### src/rtl/l2_tag_req_sequencer.sv
// Issue stage in front of the L2 tag bank: splits one lookup into the bank's
// tag/set/state/inv-ack channels, or issues a flush, with one operation in flight.
module l2_tag_req_sequencer #(
  parameter int unsigned TAG_W       = 16,
  parameter int unsigned SET_W       = 8,
  parameter int unsigned STATE_W     = 3,
  parameter int unsigned INV_W       = 4,
  parameter int unsigned WAY_W       = 3,
  parameter int unsigned TIMEOUT_CYC = 16
) (
  input  logic               clk,
  input  logic               rst,
  input  logic               req_valid,
  output logic               req_ready,
  input  logic [TAG_W-1:0]   req_tag,
  input  logic [SET_W-1:0]   req_set,
  input  logic               req_has_state,
  input  logic [STATE_W-1:0] req_state,
  input  logic               req_has_inv,
  input  logic [INV_W-1:0]   req_inv_cnt,
  input  logic               flush_req_valid,
  output logic               flush_req_ready,
  output logic               flush_done,
  output logic               tag_in_valid,
  input  logic               tag_in_ready,
  output logic [TAG_W-1:0]   tag_in_data,
  output logic               set_in_valid,
  input  logic               set_in_ready,
  output logic [SET_W-1:0]   set_in_data,
  output logic               state_in_valid,
  input  logic               state_in_ready,
  output logic [STATE_W-1:0] state_in_data,
  output logic               inv_ack_cnt_in_valid,
  input  logic               inv_ack_cnt_in_ready,
  output logic [INV_W-1:0]   inv_ack_cnt_in_data,
  output logic               flush_in_valid,
  input  logic               flush_in_ready,
  input  logic               flush_complete_valid,
  output logic               flush_complete_ready,
  input  logic               way_out_valid,
  output logic               way_out_ready,
  input  logic [WAY_W-1:0]   way_out_data,
  output logic               rsp_valid,
  input  logic               rsp_ready,
  output logic [WAY_W-1:0]   rsp_way,
  output logic               busy,
  output logic               timeout_err
);

  typedef enum logic [2:0] {IDLE, ISSUE, WAIT_RSP, RSP, FL_ISSUE, FL_WAIT} state_e;

  localparam int unsigned      CNT_W    = (TIMEOUT_CYC > 2) ? $clog2(TIMEOUT_CYC) : 1;
  localparam logic [CNT_W-1:0] CNT_LAST = CNT_W'(TIMEOUT_CYC - 1);
  localparam logic [CNT_W-1:0] CNT_ARM  = CNT_W'(TIMEOUT_CYC - 2);

  state_e             state_q;
  logic [CNT_W-1:0]   cnt_q;
  logic               tag_vld_q, set_vld_q, st_vld_q, inv_vld_q;
  logic               tag_done_q, set_done_q, st_done_q, inv_done_q;
  logic [TAG_W-1:0]   tag_q;
  logic [SET_W-1:0]   set_q;
  logic [STATE_W-1:0] st_q;
  logic [INV_W-1:0]   inv_q;
  logic               fl_vld_q, fc_rdy_q, fl_done_q;
  logic               way_rdy_q, rsp_vld_q, timeout_q;
  logic [WAY_W-1:0]   rsp_way_q;

  logic tag_done_d, set_done_d, st_done_d, inv_done_d, all_done;

  // Done view including this cycle's handshakes, so a fully parallel accept leaves ISSUE at once.
  always_comb begin
    tag_done_d = tag_done_q | (tag_vld_q & tag_in_ready);
    set_done_d = set_done_q | (set_vld_q & set_in_ready);
    st_done_d  = st_done_q  | (st_vld_q  & state_in_ready);
    inv_done_d = inv_done_q | (inv_vld_q & inv_ack_cnt_in_ready);
    all_done   = tag_done_d & set_done_d & st_done_d & inv_done_d;
  end

  always_ff @(posedge clk) begin
    if (rst) begin
      state_q    <= IDLE;
      cnt_q      <= '0;
      tag_vld_q  <= 1'b0;
      set_vld_q  <= 1'b0;
      st_vld_q   <= 1'b0;
      inv_vld_q  <= 1'b0;
      tag_done_q <= 1'b0;
      set_done_q <= 1'b0;
      st_done_q  <= 1'b0;
      inv_done_q <= 1'b0;
      tag_q      <= '0;
      set_q      <= '0;
      st_q       <= '0;
      inv_q      <= '0;
      fl_vld_q   <= 1'b0;
      fc_rdy_q   <= 1'b0;
      fl_done_q  <= 1'b0;
      way_rdy_q  <= 1'b0;
      rsp_vld_q  <= 1'b0;
      rsp_way_q  <= '0;
      timeout_q  <= 1'b0;
    end else begin
      fl_done_q <= 1'b0;
      case (state_q)
        IDLE: begin
          if (flush_req_valid) begin
            fl_vld_q <= 1'b1;
            state_q  <= FL_ISSUE;
          end else if (req_valid) begin
            tag_q      <= req_tag;
            set_q      <= req_set;
            st_q       <= req_state;
            inv_q      <= req_inv_cnt;
            tag_vld_q  <= 1'b1;
            set_vld_q  <= 1'b1;
            st_vld_q   <= req_has_state;
            inv_vld_q  <= req_has_inv;
            tag_done_q <= 1'b0;
            set_done_q <= 1'b0;
            st_done_q  <= !req_has_state;
            inv_done_q <= !req_has_inv;
            state_q    <= ISSUE;
          end
        end
        ISSUE: begin
          if (tag_in_ready)         tag_vld_q <= 1'b0;
          if (set_in_ready)         set_vld_q <= 1'b0;
          if (state_in_ready)       st_vld_q  <= 1'b0;
          if (inv_ack_cnt_in_ready) inv_vld_q <= 1'b0;
          tag_done_q <= tag_done_d;
          set_done_q <= set_done_d;
          st_done_q  <= st_done_d;
          inv_done_q <= inv_done_d;
          if (all_done) begin
            cnt_q     <= '0;
            way_rdy_q <= 1'b1;
            state_q   <= WAIT_RSP;
          end
        end
        WAIT_RSP: begin
          if (way_out_valid && way_rdy_q) begin
            rsp_way_q <= way_out_data;
            rsp_vld_q <= 1'b1;
            way_rdy_q <= 1'b0;
            state_q   <= RSP;
          end else if (cnt_q != CNT_LAST) begin
            cnt_q <= cnt_q + 1'b1;
            // Armed one count early so the error is visible while the counter reads TIMEOUT_CYC-1.
            if (cnt_q == CNT_ARM) timeout_q <= 1'b1;
          end
        end
        RSP: begin
          if (rsp_ready) begin
            rsp_vld_q <= 1'b0;
            state_q   <= IDLE;
          end
        end
        FL_ISSUE: begin
          if (flush_in_ready) begin
            fl_vld_q <= 1'b0;
            fc_rdy_q <= 1'b1;
            state_q  <= FL_WAIT;
          end
        end
        FL_WAIT: begin
          if (flush_complete_valid) begin
            fc_rdy_q  <= 1'b0;
            fl_done_q <= 1'b1;
            state_q   <= IDLE;
          end
        end
        default: state_q <= IDLE;
      endcase
    end
  end

  assign req_ready            = (state_q == IDLE) && !flush_req_valid;
  assign flush_req_ready      = (state_q == IDLE);
  assign busy                 = (state_q != IDLE);
  assign flush_done           = fl_done_q;
  assign tag_in_valid         = tag_vld_q;
  assign tag_in_data          = tag_q;
  assign set_in_valid         = set_vld_q;
  assign set_in_data          = set_q;
  assign state_in_valid       = st_vld_q;
  assign state_in_data        = st_q;
  assign inv_ack_cnt_in_valid = inv_vld_q;
  assign inv_ack_cnt_in_data  = inv_q;
  assign flush_in_valid       = fl_vld_q;
  assign flush_complete_ready = fc_rdy_q;
  assign way_out_ready        = way_rdy_q;
  assign rsp_valid            = rsp_vld_q;
  assign rsp_way              = rsp_way_q;
  assign timeout_err          = timeout_q;

endmodule

### config.mk
export PLATFORM = sky130hd
export DESIGN_NAME = l2_tag_req_sequencer
export DESIGN_NICKNAME = d
export VERILOG_FILES = /design/src/rtl/l2_tag_req_sequencer.sv
export SDC_FILE = /design/constraint.sdc
export NUM_CORES = 1
export LEC_CHECK = 0
export CAP_MARGIN = 0
export CORE_MARGIN = 8
export CORE_UTILIZATION = 46
export DETAILED_ROUTE_END_ITERATION = 16
export GPL_TIMING_DRIVEN = 0
export HOLD_SLACK_MARGIN = 0.08
export PLACE_DENSITY = 0.85
export SETUP_SLACK_MARGIN = 0.3
export SLEW_MARGIN = 10
export SYNTH_ARGS = -nofsm -noshare
export SYNTH_HDL_FRONTEND = slang
export SYNTH_SLANG_ARGS = --single-unit
### constraint.sdc
create_clock -name clk -period 3.2 [get_ports clk]
set_input_delay 0.32 -clock clk [delete_from_list [all_inputs] [get_ports clk]]
set_output_delay 0.32 -clock clk [all_outputs]
set_load 0.005 [all_outputs]
Word level (Yosys, flattened, before mapping)
Index checks and enable logic that the tools add are counted.
{"block": "totals", "elab_cells": 134, "mem_count": 0, "rom_bits": 0, "ram_bits": 0, "latchBits": 0, "output_inout_bits": 47, "register_bits": 55}
{"block": "classes", "eq_ne": 22, "muxes": 49, "add_sub_neg": 1, "order_cmp": 0, "bitwise": 14, "n_div": 0, "mul": 0, "reduce_logical": 27, "shifts": 0}
{"operator": "$ne 2x2->1 const B", "count": 14}
{"operator": "$mux 1", "count": 25}
{"operator": "$pmux 1 s2", "count": 12}
{"operator": "$reduce_and 4->1", "count": 6}
{"operator": "$mux 3", "count": 7}
{"operator": "$pmux 3 s6", "count": 1}
{"operator": "$reduce_and 3->1", "count": 6}
{"operator": "$mux 4", "count": 3}
{"operator": "$reduce_bool 2->1", "count": 5}
{"operator": "$pmux 4 s2", "count": 1}
{"operator": "$and 1x1->1", "count": 7}
{"operator": "$eq 3x2->1 const B", "count": 2}
{"operator": "$eq 3x3->1 const B", "count": 2}
{"operator": "$reduce_and 6->1", "count": 1}
{"operator": "$add 4x1->4 const B", "count": 1}
{"operator": "$eq 4x4->1 const B", "count": 1}
{"operator": "$ne 4x4->1 const B", "count": 1}
{"operator": "$or 1x1->1", "count": 4}
{"operator": "$eq 3x1->1 const B", "count": 1}
{"operator": "$logic_not 1->1", "count": 3}
{"operator": "$logic_not 3->1", "count": 1}
{"operator": "$ne 3x3->1 const B", "count": 1}
{"operator": "$not 1->1", "count": 3}
{"operator": "$reduce_bool 3->1", "count": 1}
{"operator": "other kinds (3)", "count": 4}

Longest topological paths before layout
{"block": "logic_depth", "ltp_word": 7, "mapped_depth": 7}

Worst setup path after synthesis
OpenSTA, ideal clock, no wires.
{"block": "synth_path", "kind": "flip-flop to flip-flop", "startpoint": "reg state_q[1]", "endpoint": "reg state_q[2]", "path_slack_ns": 1.676, "path_buffers": 1, "path_stages_with_launch": 6, "arrival_time_ns": 1.394, "cell_sequence": "dfxtp_1 buf_6 or4_4 a21o_1 a41oi_2 nor3_2"}
{"block": "synth_between", "elab_chain_len": 3}
{"element": "start, declared", "line": "56", "source": "state_e state_q;"}
{"element": "start signal, assigned", "line": "81", "source": "state_q <= IDLE;"}
{"element": "start signal, assigned", "line": "108", "source": "state_q <= FL_ISSUE;"}
{"element": "start signal, assigned", "line": "122", "source": "state_q <= ISSUE;"}
{"element": "$eq 3x2->1 (tied with other cells)", "line": "104", "source": "case (state_q)"}
{"element": "$ne 2x2->1 (no line) or $ne 3x3->1 (tied branches)"}
{"element": "$reduce_and 6->1 (no line)"}
Several ways; a longest one is shown, not always the timed one.
A chain may end at the register's enable or synchronous reset.

Final worst setup path
{"block": "layout_path", "startpoint": "reg state_q[0]", "endpoint": "out busy"}
{"block": "layout_between", "elab_chain_len": 1}
{"element": "$reduce_bool 3->1", "line": "179", "source": "assign busy = (state_q != IDLE);"}
{"element": "end, declared", "line": "46", "source": "output logic busy,"}
Every way passes these cells.

==> results.toml <==
[flow_run]
cap_violations = 0

[floorplanning]
die_x_um = 86.6
start_util_pct = 48.2
die_y_um = 86.6
row_count = 25
coreArea_um2 = 4750
io_pins = 95
die_area_um2 = 7490

[timing]
setup_viol = 0
final.min_clock_period_ps = 2140
hold_viol = 0
slew_violations = 0
holdWs_ps = 458
fmax_ghz = 0.467
max-slew-margin-rel_pct = 59.3
finClkSkew_ps = 5.32
fin_tns_setup_ps = 0
rsz0062_at_grt = "no"
worstMarginPinSlew_ps = 608
min_period_over_period_pct = 66.9

[critical_path]
critPathMaxFanout = 10
worstPathRequired_ps = 2880
start_kind = "flip-flop"
rrSetupSlack_ps = 1440
r2r-start = "state_q[2]$_SDFFE_PP0P_"
crit_type = "reg2out"
endpoint_kind = "primary output"
critPathArrivalTime_ps = 1820
rr_endpoint = "state_q[2]$_SDFFE_PP0P_"
r2r_cells = 5

[routing]
drt_wl_total_mm = 6.40
dr.pass1.iters = 4
wl_met1_mm = 2.57
ant_nets = 0
wl_met3_um = 704
routed.top_layer = "met4"
vias = 2283
wire_per_inst_um = 14.6
drt_iter0_markers = 118
vias_per_cell = 5.19
met2WireLength_mm = 3.04
drc = 0

[synthesis]
synth_top_area_share_pct = 48.1
synth_seq_cells = 55
yosys.cell_types.count = 47
ys_warn_count = 0
netlist_area_um2 = 2290
netlist_top_cells_area = "dfxtp_1 48%, nand2_1 12%, a21oi_1 10%"
synth_edf_count = 0
synthTopCellsByCount = "75 x nand2_1, 55 x dfxtp_1, 47 x a21oi_1"
syn_nets = 322
synth_most_common_cell = "nand2_1"
synth_flop_cell = "dfxtp_1"
yosys.area.top_type = "dfxtp_1"
async_flop_share_pct = 0
seq_area_frac_synth_pct = 48.1
syn_inst = 272
syn_area_per_cell_um2 = 8.42

[clocking]
htree_levels = 2
post_cts_buffers = 0
cts_buffer_depth = 2
cts.repair.resized = 0
cts_root_buf = "clkbuf_8"
cts_num_sinks = 55
clk_latency_ps = 300
clkTransAtPathRegs_ps = 100
cts_tree = "yes"
cts_made_buffers = 5
cts_hold_repair.buffers = 0

[global_route]
grt_overflow = 0
track_usage_pct = 17.7
grt_max_degree = 17
grt_pass1_wl_mm = 10.9
grt_pass1_vias = 2374
grt_antenna_before_repair = 0

[pwr]
power_per_cell_area_nw_per_um2 = 598
peakVddDrop_uv = 336
p_leak_nw = 1.19

[place]
io_buffers = 93
dp_hpwl_mm = 5.01
gp_congestion = 0.794

[finish]
diodes = 0
nNetsFinal = 422
area_growth_syn_to_layout_pct = 48.4
fillers = 399
drive_gt1_share_pct = 6.43

[worst_hold_path]
hold_depth = 2
min_from = "tag_in_data[8]$_SDFFE_PP0P_"
hp-class = "reg2reg"
hold_end = "tag_in_data[8]$_SDFFE_PP0P_"

[outcome]
status = "finished, final reports clean"
through the flow:
step	area (um^2)	std cells	utilization (%)	setup WS [ps]	power [mW]
2_1_floorplan	2290	272	-	1680	1.30
3_3_place_gp	3310	432	69.5	1110	1.63
3_5_place_dp	3310	432	69.5	1090	1.65
4_1_cts	3400	440	71.5	1060	2.05
5_1_grt	3400	440	71.5	967	2.17
6_report	3400	440	71.5	1060	2.03
critical path, stage by stage (launching register included):
cell and delay (ps):
dfxtp_1 340, buf_6 140, clkbuf_1 380, nor3_1 110, inv_1 70, clkdlybuf4s50_1 490
cell families after synthesis:
family / share of synthesized area, %
AOI/OAI and AO/OA: 20.6
DFF: 48.1
adders and majority gates: 1.09
and+or+nand+nor: 23.8
muxes: 1.75
buffers and inverters: 4.70
final cells by class:
type | count | area, um^2 | area share [%]
Clock buffer | 7 | 86.3 | 2.54
Buffer | 18 | 100 | 2.94
Tap cell | 67 | 83.8 | 2.47
Sequential cell | 55 | 1100 | 32.4
Multi-Input combinational cell | 197 | 1080 | 31.8
Timing Repair Buffer | 93 | 931 | 27.4
Clock inverter | 1 | 8.76 | 0.258
Inverter | 2 | 7.51 | 0.221
layout by cell type, fill, tap and decap left out, types with 3 or more instances in the layout:
| cell | instances |
|---|---|
| nand3_1 | 5 |
| dfxtp_1 | 55 |
| a2bb2oi_1 | 3 |
| nor2_1 | 14 |
| a21oi_1 | 47 |
| a31oi_1 | 4 |
| clkbuf_8 | 6 |
| mux2i_1 | 4 |
| clkdlybuf4s50_1 | 93 |
| clkbuf_1 | 11 |
| buf_4 | 4 |
| nand2_1 | 75 |
| a311oi_1 | 3 |
where the power goes:
| part | total [mW] | switching, mW | internal [mW] |
|---|---|---|---|
| logic | 0.795 | 0.387 | 0.408 |
| clock network | 0.392 | 0.214 | 0.178 |
| registers | 0.846 | 0.0648 | 0.781 |
metal layers:
layer | vias to the layer above | global-route usage (%)
li1 | 1148 | -
met1 | 1054 | 19.4
met2 | 70 | 29.9
met3 | 11 | 8.32
met4 | 0 | 5.01
met5 | - | 0
state kept, by name, indices dropped and copies added (netlist names), 3 cells and up:
| name | count |
|---|---|
| tag_in_data | 16 |
| set_in_data | 8 |
| cnt_q | 4 |
| inv_ack_cnt_in_data | 4 |
| rsp_way | 3 |
| state_in_data | 3 |
| state_q | 3 |
worst max path at each step:
stage                             from                       to  slack, ps
4_1_cts        state_q[0]$_SDFFE_PP0P_                     busy       1060
3_5_place_dp              tag_in_ready    cnt_q[3]$_SDFFE_PP0P_       1090
2_1_floorplan  state_q[1]$_SDFFE_PP0P_  state_q[2]$_SDFFE_PP0P_       1680
5_1_grt        state_q[0]$_SDFFE_PP0P_                     busy        970
3_3_place_gp              tag_in_ready    cnt_q[3]$_SDFFE_PP0P_       1110
6_report       state_q[0]$_SDFFE_PP0P_                     busy       1060
Note: power is estimated with default switching activity, not from simulation.
